## config.mk

```make
export PLATFORM = sky130hd
export DESIGN_NAME = dbgu32_host_flat
export DESIGN_NICKNAME = d
export VERILOG_FILES = /design/src/rtl/dbgu32_host_if.sv /design/src/rtl/dbgu32_host.sv /design/src/flat_wrapper.sv
export SDC_FILE = /design/constraint.sdc
export NUM_CORES = 1
export LEC_CHECK = 0
export CORE_MARGIN = 3
export CORE_UTILIZATION = 58
export DETAILED_ROUTE_END_ITERATION = 7
export GPL_ROUTABILITY_DRIVEN = 1
export GPL_TIMING_DRIVEN = 0
export PLACE_DENSITY_LB_ADDON = 0.2
export SLEW_MARGIN = 10
export SYNTH_ARGS = -nofsm -noshare
export SYNTH_HDL_FRONTEND = slang
export SYNTH_SLANG_ARGS = --single-unit
```

## constraint.sdc

```tcl
create_clock -name clk -period 13.6 [get_ports clk]
set_input_delay 2.04 -clock clk [delete_from_list [all_inputs] [get_ports clk]]
set_output_delay 2.04 -clock clk [all_outputs]
set_load 0.02 [all_outputs]
```

## src/rtl/dbgu32_host_if.sv

```systemverilog
// Request, UART byte and response signals between a dbgu32_host and its environment.
// master is the host's own view; slave is the controller/UART side.
interface dbgu32_host_if;
    logic        req_valid;
    logic        req_ready;
    logic        req_we;
    logic [31:0] req_adr;
    logic [31:0] req_wdata;
    logic        tx_valid;
    logic        tx_ready;
    logic [7:0]  tx_byte;
    logic        rx_valid;
    logic [7:0]  rx_byte;
    logic        rsp_valid;
    logic        rsp_err;
    logic [31:0] rsp_rdata;

    modport master (
        input  req_valid, req_we, req_adr, req_wdata, tx_ready, rx_valid, rx_byte,
        output req_ready, tx_valid, tx_byte, rsp_valid, rsp_err, rsp_rdata
    );

    modport slave (
        output req_valid, req_we, req_adr, req_wdata, tx_ready, rx_valid, rx_byte,
        input  req_ready, tx_valid, tx_byte, rsp_valid, rsp_err, rsp_rdata
    );
endinterface

```

## src/rtl/dbgu32_host.sv

```systemverilog
// dbgu32 host initiator: serialises a word read/write into the dbgu32 command byte
// stream and reassembles the 4-byte read response, aborting a stalled read on timeout.
module dbgu32_host #(
    parameter int unsigned TIMEOUT_CYCLES = 32'd1000000,
    parameter logic [7:0]  CMD_SET_ADR    = 8'h01,
    parameter logic [7:0]  CMD_WRITE      = 8'h04,
    parameter logic [7:0]  CMD_READ       = 8'h05
) (
    input logic           clk,
    input logic           reset,
    dbgu32_host_if.master bus
);
    localparam int unsigned CNT_W = (TIMEOUT_CYCLES > 32'd1) ? $clog2(TIMEOUT_CYCLES) : 1;
    localparam logic [CNT_W-1:0] CNT_LAST = CNT_W'(TIMEOUT_CYCLES - 32'd1);

    typedef enum logic [2:0] {
        IDLE        = 3'd0,
        SEND_SETADR = 3'd1,
        SEND_ADR    = 3'd2,
        SEND_OP     = 3'd3,
        SEND_DATA   = 3'd4,
        RECV        = 3'd5,
        DONE        = 3'd6
    } state_t;

    state_t           state_r;
    logic             we_r;
    logic [31:0]      adr_r;
    logic [31:0]      wdata_r;
    logic [1:0]       idx_r;
    logic [CNT_W-1:0] cnt_r;
    logic [23:0]      rx_word_r;
    logic             tx_fire_s;

    function automatic logic [7:0] byte_sel(input logic [31:0] word, input logic [1:0] idx);
        return word[{idx, 3'b000} +: 8];
    endfunction

    assign tx_fire_s = bus.tx_valid & bus.tx_ready;

    // Protocol sequencer; every output is a register so the UART side sees clean levels.
    always_ff @(posedge clk or posedge reset) begin
        if (reset) begin
            state_r       <= IDLE;
            we_r          <= 1'b0;
            adr_r         <= 32'd0;
            wdata_r       <= 32'd0;
            idx_r         <= 2'd0;
            cnt_r         <= '0;
            rx_word_r     <= 24'd0;
            bus.req_ready <= 1'b1;
            bus.tx_valid  <= 1'b0;
            bus.tx_byte   <= 8'd0;
            bus.rsp_valid <= 1'b0;
            bus.rsp_err   <= 1'b0;
            bus.rsp_rdata <= 32'd0;
        end else begin
            case (state_r)
                IDLE: begin
                    if (bus.req_valid && bus.req_ready) begin
                        we_r          <= bus.req_we;
                        adr_r         <= bus.req_adr;
                        wdata_r       <= bus.req_wdata;
                        bus.req_ready <= 1'b0;
                        bus.tx_valid  <= 1'b1;
                        bus.tx_byte   <= CMD_SET_ADR;
                        state_r       <= SEND_SETADR;
                    end
                end
                SEND_SETADR: begin
                    if (tx_fire_s) begin
                        bus.tx_byte <= byte_sel(adr_r, 2'd0);
                        idx_r       <= 2'd0;
                        state_r     <= SEND_ADR;
                    end
                end
                SEND_ADR: begin
                    if (tx_fire_s) begin
                        if (idx_r == 2'd3) begin
                            bus.tx_byte <= we_r ? CMD_WRITE : CMD_READ;
                            state_r     <= SEND_OP;
                        end else begin
                            bus.tx_byte <= byte_sel(adr_r, idx_r + 2'd1);
                            idx_r       <= idx_r + 2'd1;
                        end
                    end
                end
                SEND_OP: begin
                    if (tx_fire_s) begin
                        idx_r <= 2'd0;
                        if (we_r) begin
                            bus.tx_byte <= byte_sel(wdata_r, 2'd0);
                            state_r     <= SEND_DATA;
                        end else begin
                            bus.tx_valid <= 1'b0;
                            cnt_r        <= '0;
                            state_r      <= RECV;
                        end
                    end
                end
                SEND_DATA: begin
                    if (tx_fire_s) begin
                        if (idx_r == 2'd3) begin
                            bus.tx_valid  <= 1'b0;
                            bus.rsp_valid <= 1'b1;
                            bus.rsp_err   <= 1'b0;
                            bus.rsp_rdata <= 32'd0;
                            state_r       <= DONE;
                        end else begin
                            bus.tx_byte <= byte_sel(wdata_r, idx_r + 2'd1);
                            idx_r       <= idx_r + 2'd1;
                        end
                    end
                end
                RECV: begin
                    // A byte arriving on the terminal count still counts; timeout only without one.
                    if (bus.rx_valid) begin
                        cnt_r <= '0;
                        if (idx_r == 2'd3) begin
                            bus.rsp_valid <= 1'b1;
                            bus.rsp_err   <= 1'b0;
                            bus.rsp_rdata <= {bus.rx_byte, rx_word_r};
                            state_r       <= DONE;
                        end else begin
                            rx_word_r[{idx_r, 3'b000} +: 8] <= bus.rx_byte;
                            idx_r                           <= idx_r + 2'd1;
                        end
                    end else if (cnt_r == CNT_LAST) begin
                        bus.rsp_valid <= 1'b1;
                        bus.rsp_err   <= 1'b1;
                        bus.rsp_rdata <= 32'd0;
                        state_r       <= DONE;
                    end else begin
                        cnt_r <= cnt_r + {{(CNT_W-1){1'b0}}, 1'b1};
                    end
                end
                DONE: begin
                    bus.rsp_valid <= 1'b0;
                    bus.req_ready <= 1'b1;
                    state_r       <= IDLE;
                end
                default: begin
                    bus.tx_valid  <= 1'b0;
                    bus.rsp_valid <= 1'b0;
                    bus.req_ready <= 1'b1;
                    state_r       <= IDLE;
                end
            endcase
        end
    end
endmodule
```

## src/flat_wrapper.sv

```systemverilog
// flat-port wrapper written by rule: the top's interface ports become plain ports
module dbgu32_host_flat 
#(
    parameter int unsigned TIMEOUT_CYCLES = 32'd1000000,
    parameter logic [7:0]  CMD_SET_ADR    = 8'h01,
    parameter logic [7:0]  CMD_WRITE      = 8'h04,
    parameter logic [7:0]  CMD_READ       = 8'h05
)
  (clk, reset, bus_req_valid, bus_req_we, bus_req_adr, bus_req_wdata, bus_tx_ready, bus_rx_valid, bus_rx_byte, bus_req_ready, bus_tx_valid, bus_tx_byte, bus_rsp_valid, bus_rsp_err, bus_rsp_rdata);
  dbgu32_host_if bus_i ();
  input logic clk;
  input logic reset;
  input wire logic [$bits(bus_i.req_valid)-1:0] bus_req_valid;
  input wire logic [$bits(bus_i.req_we)-1:0] bus_req_we;
  input wire logic [$bits(bus_i.req_adr)-1:0] bus_req_adr;
  input wire logic [$bits(bus_i.req_wdata)-1:0] bus_req_wdata;
  input wire logic [$bits(bus_i.tx_ready)-1:0] bus_tx_ready;
  input wire logic [$bits(bus_i.rx_valid)-1:0] bus_rx_valid;
  input wire logic [$bits(bus_i.rx_byte)-1:0] bus_rx_byte;
  output wire logic [$bits(bus_i.req_ready)-1:0] bus_req_ready;
  output wire logic [$bits(bus_i.tx_valid)-1:0] bus_tx_valid;
  output wire logic [$bits(bus_i.tx_byte)-1:0] bus_tx_byte;
  output wire logic [$bits(bus_i.rsp_valid)-1:0] bus_rsp_valid;
  output wire logic [$bits(bus_i.rsp_err)-1:0] bus_rsp_err;
  output wire logic [$bits(bus_i.rsp_rdata)-1:0] bus_rsp_rdata;
  assign bus_i.req_valid = bus_req_valid;
  assign bus_i.req_we = bus_req_we;
  assign bus_i.req_adr = bus_req_adr;
  assign bus_i.req_wdata = bus_req_wdata;
  assign bus_i.tx_ready = bus_tx_ready;
  assign bus_i.rx_valid = bus_rx_valid;
  assign bus_i.rx_byte = bus_rx_byte;
  assign bus_req_ready = bus_i.req_ready;
  assign bus_tx_valid = bus_i.tx_valid;
  assign bus_tx_byte = bus_i.tx_byte;
  assign bus_rsp_valid = bus_i.rsp_valid;
  assign bus_rsp_err = bus_i.rsp_err;
  assign bus_rsp_rdata = bus_i.rsp_rdata;
  dbgu32_host #(.TIMEOUT_CYCLES(TIMEOUT_CYCLES), .CMD_SET_ADR(CMD_SET_ADR), .CMD_WRITE(CMD_WRITE), .CMD_READ(CMD_READ)) u_core (.clk(clk), .reset(reset), .bus(bus_i));
endmodule
```

======== Yosys cells after proc, flatten, opt, wreduce, memory -nomap -nowiden ========
Index checks and enable logic that the tools add are counted.
cells by class
  eq/ne operators ......................... 24
  multiplexer cells ....................... 55
  add/subtract/negate cells ............... 3
  magnitude comparators ................... 0
  shift-type cells ........................ 4
  reductions and logical operators ........ 22
  bitwise logic cells ..................... 5
  multipliers ............................. 0
  div/mod/pow operators ................... 0
operators with widths
  operator                  number
  $mux W32                  5
  $mux W20                  4
  $mux W8                   8
  $pmux W32 S2              1
  $shiftx A32 B6 Y8         2
  $pmux W20 S2              1
  $pmux W8 S5               1
  $mux W3                   9
  $bwmux W24                1
  $shift A8 B7 Y24 const A  1
  $shiftx A8 B7 Y24         1
  $add A20 B1 Y20 const B   1
  $eq A20 B20 Y1 const B    1
  $ne A2 B1 Y1 const B      10
  $pmux W3 S6               1
  $mux W1                   15
  $eq A3 B3 Y1 const B      3
  $reduce_and A3 Y1         3
  $mux W2                   4
  $reduce_and A4 Y1         2
  $reduce_and A8 Y1         1
  $reduce_or A4 Y1          2
  $neg A5 Y7                1
  $reduce_and A7 Y1         1
  other kinds (23)          34
word-level totals
  output and inout port bits .............. 44
  word-level logic and storage cells ...... 126
  bits in writable memories ............... 0
  memories ................................ 0
  memory bits (read-only) ................. 0
  input bits .............................. 78
  latch bits .............................. 0
  flip-flop bits (word level) ............. 158

======== Longest topological paths before layout ========
  depth after elaboration ................. 5
  depth in mapped cells ................... 10
  depth with buffers taken out ............ 6

======== Least setup slack after synthesis ========
Ideal clock, no wire load.
  path type ............................... input-to-reg
  start ................................... input bus_rx_valid
  end ..................................... register u_core.bus.rsp_rdata[0]
  path slack .............................. 10.343 ns
  stages on the path ...................... 6
  path buffers ............................ 1
  data required time ...................... 13.521 ns
  library setup time ...................... 0.079 ns
  arrival ................................. 3.178 ns
  cell sequence ........................... inv_1 > nand3_1 > a31oi_4 > nor4_4 > buf_6 > mux2i_1
between the ends
  cells in the longest elaborated chain, start to end .. 2
ends and longest elaborated chain
  item                                                         RTL line              source
  from (decl)                                                  flat_wrapper.sv:18    input wire logic [$bits(bus_i.rx_valid)-1:0] bus_rx_valid;
  $ne A3 B2 Y1 (no line) or $mux W32 (tied branches)           --
  $reduce_and A5 Y1 (no line) or $pmux W32 S2 (tied branches)  --
  to (signal assigned)                                         dbgu32_host.sv:122    bus.rsp_rdata <= {bus.rx_byte, rx_word_r};
  to (decl)                                                    dbgu32_host_if.sv:20  output req_ready, tx_valid, tx_byte, rsp_valid, rsp_err, rsp_rdata
Parallel ways exist; a longest one is shown, timed or not.
A chain may end at the register's enable or synchronous reset.

======== Worst setup path after layout ========
  start ................................... input bus_rx_valid
  end ..................................... register u_core.bus.rsp_rdata[21]
Same word-level chain as after synthesis.

==> impl_metrics.py <==
metrics = {
    "clocking": {
        "cts_buffers": 17,
        "cts_sinks": 158,
        "cts_hold_buffers": 0,
        "htreeDepth": 4,
        "cts_root_buf": "clkbuf_16",
        "clk_pin_slew_ps": 60,
        "cts_tree": "built",
        "clk_latency_ps": 430,
        "clockBufferDepth": 2,
        "cts-resized-gates": 0,
        "post-cts-setup-buffer-count": 0,
    },
    "outcome": {
        "outcome": "finished, final reports clean",
    },
    "global_routing": {
        "track_usage": 0.2686,
        "grt_max_degree": 84,
        "grt_pass1_vias": 6021,
        "grt_overflow": 0,
        "grt_pass1_wl_mm": 30.30,
        "antenna_found_initial": 0,
    },
    "floorplanning": {
        "core_mm2": 0.01267,
        "die_area_mm2": 0.01446,
        "start_util": 0.5977,
        "die_w_um": 120.3,
        "num_rows": 41,
        "die_y_um": 120.3,
        "boundaryPins": 122,
    },
    "timing": {
        "final.setup.tns_ps": 0,
        "max_freq_ghz": 0.2626,
        "max_slew_margin": 0.3732,
        "setup_viol": 0,
        "finClkSkew_ps": 7.559,
        "drv_slew": 0,
        "period_needed_ps": 3808,
        "min_period_over_period": 0.2800,
        "worst_pin_slew_ps": 938.1,
        "rsz0062_at_grt": "no",
        "hold_viol_final": 0,
    },
    "power": {
        "max-vdd-ir-drop_mv": 0.1093,
        "cellLeakagePower_uw": 0.004274,
        "powerDensity_mw_per_mm2": 104.8,
    },
    "synth": {
        "async_flop_share": 1.000,
        "ys_types": 55,
        "syn-num-nets": 757,
        "synthDominantCellAreaShare": 0.5188,
        "synthCells": 673,
        "synth_area_mm2": 0.007574,
        "synth_top_cell_by_area": "dfrtp_1",
        "synth_warnings": 0,
        "synth.area.top_cells": "dfrtp_1 (52%), mux2_2 (11%), mux2i_1 (5.9%), nand2_1 (5.9%), mux4_2 (4.8%)",
        "synthFlopType": "dfrtp_1",
        "avgSynthCellArea_um2": 11.25,
        "synth_edf_count": 0,
        "yosysSeqAreaShare": 0.5222,
        "ys_ff_latch": 158,
    },
    "critical_path": {
        "critPathRequiredTime_ps": 13950,
        "crit_type": "in -> reg",
        "worstRegToRegCells": 9,
        "r2r_end": "u_core.rx_word_r[9]",
        "crit_slowest_cell": "nor4_4",
        "max_stage_delay_ps": 590,
        "cp-endpoint": "u_core.bus.rsp_rdata[21]",
        "worstPathMaxFanout": 10,
        "critPathLaunch": "bus_rx_valid",
        "critPathLaunchType": "input pin",
        "reg2reg_from": "u_core.idx_r[0]",
        "critPathArrivalTime_ps": 4150,
        "critPathCaptureType": "register",
        "path_cells": "clkdlybuf4s50_1 > inv_1 > nand3_1 > a31oi_4 > nor4_4 > buf_6 > mux2i_1",
        "rrSetupSlack_ps": 10130,
    },
    "placed_design": {
        "io_buffers": 121,
        "dp_cells": 967,
        "dpl.hpwl_mm": 13.27,
        "place_congestion": 0.8800,
    },
    "drt": {
        "ant_nets": 0,
        "routed_wirelength_mm": 18.62,
        "dr.pass1.iters": 7,
        "initialDrtViolationCount": 454,
        "viasPerCell": 5.825,
        "top_layer_used": "met4",
        "dr_wl_met2_mm": 9.529,
        "wl_per_cell_um": 18.65,
        "m1WireLength_mm": 7.517,
        "remaining_drc_errors": 0,
        "wl_met3_mm": 1.118,
        "via_count": 5813,
    },
    "finish": {
        "area_growth_syn_to_layout_pct": 27.62,
        "nets": 898,
        "fin_cells": 998,
        "final_cell_mix": "dfrtp_1 (157), clkdlybuf4s50_1 (121), nand2_1 (119), mux2_2 (71), mux2i_1 (45)",
        "nFillCells": 830,
        "final_common_cell": "dfrtp_1",
        "diodes": 0,
        "drive_gt1_frac": 0.1719,
    },
    "run": {
        "drv_cap": 0,
    },
    "hold_path": {
        "hold_class": "reg -> reg",
        "holdPathStages": 2,
    },
}
[area by class of cell]
class	instances	area, um2	area share
Multi-Input combinational cell	436	3282	0.3395
Inverter	42	165.2	0.01709
Sequential cell	158	3955	0.4092
Timing Repair Buffer	122	1239	0.1282
Tap cell	172	215.2	0.02227
Clock inverter	11	163.9	0.01696
Buffer	37	178.9	0.01851
Clock buffer	20	466.7	0.04828
[per-layer routing]
| metal | track usage | vias to the layer above |
|---|---|---|
| li1 | - | 2637 |
| met1 | 0.3346 | 2916 |
| met2 | 0.4591 | 214 |
| met3 | 0.07156 | 46 |
| met4 | 0.08853 | 0 |
| met5 | 0 | - |
[Yosys cell counts (all sizes together) (2+ instances only)]
cell and instances:
a31oi 10, mux2 72, o21a 3, a22o 3, nor3b 5, clkbuf 20, and2 2, and3 7
o22ai 3, mux2i 45, a21o 2, mux4 16, nor2 15, inv 42, nand2b 11, o31ai 2
o211ai 12, o21ai 37, buf 17, nor2b 3, nand2 119, a21oi 15, ha 6, nor3 3
nor4b 2, nor4 3, nand4 6, and4 2, dfrtp 157, nand3 17
[how the worst min path moves through the flow]
stage | endpoint | start | slack [ps]
after global routing | u_core.rx_word_r[17] | u_core.rx_word_r[17] | 520
after global placement | u_core.rx_word_r[9] | u_core.rx_word_r[9] | 460
after CTS | u_core.cnt_r[19] | u_core.cnt_r[19] | 490
after floorplan | u_core.cnt_r[19] | u_core.cnt_r[19] | 440
final | u_core.rx_word_r[14] | u_core.rx_word_r[14] | 490
after detailed placement | u_core.rx_word_r[5] | u_core.rx_word_r[5] | 470
[power by group]
group / leakage, uW / switching (uW) / internal, uW
clock: 0.000308 / 188 / 319
sequential: 0.00201 / 0 / 470
combinational: 0.00196 / 15.3 / 20.7
[critical path: cells and delay by family]
family	cells	cell delay (ps)
buffers and inverters	3	930
and+or+nand+nor	2	830
muxes	1	230
AOI/OAI and AO/OA	1	120
[stage by stage]
stage	hold WS (ps)	cell area [um2]	util	total power [uW]	setup WS [ps]
after global routing	517.9	9666	0.7628	1039	9673
after floorplan	444.3	7574	-	486.4	7298
after CTS	488.9	9666	0.7628	1017	9774
final	490.9	9666	0.7628	1013	9792
after global placement	463.8	9000	0.7103	513.3	5394
after detailed placement	474.2	9035	0.7130	515.1	9356
[kinds of logic after synthesis]
family          share of synthesized area
simple gates                       0.1247
flops                              0.5222
mux                                0.2141
compound gates                    0.08343
buf+inv                           0.04444
fa+ha+maj                        0.009912
xor+xnor                         0.001157
[registers in the layout (all words and copies together) (netlist names), 2 cells and up]
signal and count:
u_core.adr_r 32, u_core.bus.rsp_rdata 32, u_core.bus.tx_byte 8, u_core.cnt_r 20
u_core.idx_r 2, u_core.rx_word_r 24, u_core.state_r 3, u_core.wdata_r 32
No activity file was read; power rests on OpenSTA's default activity.
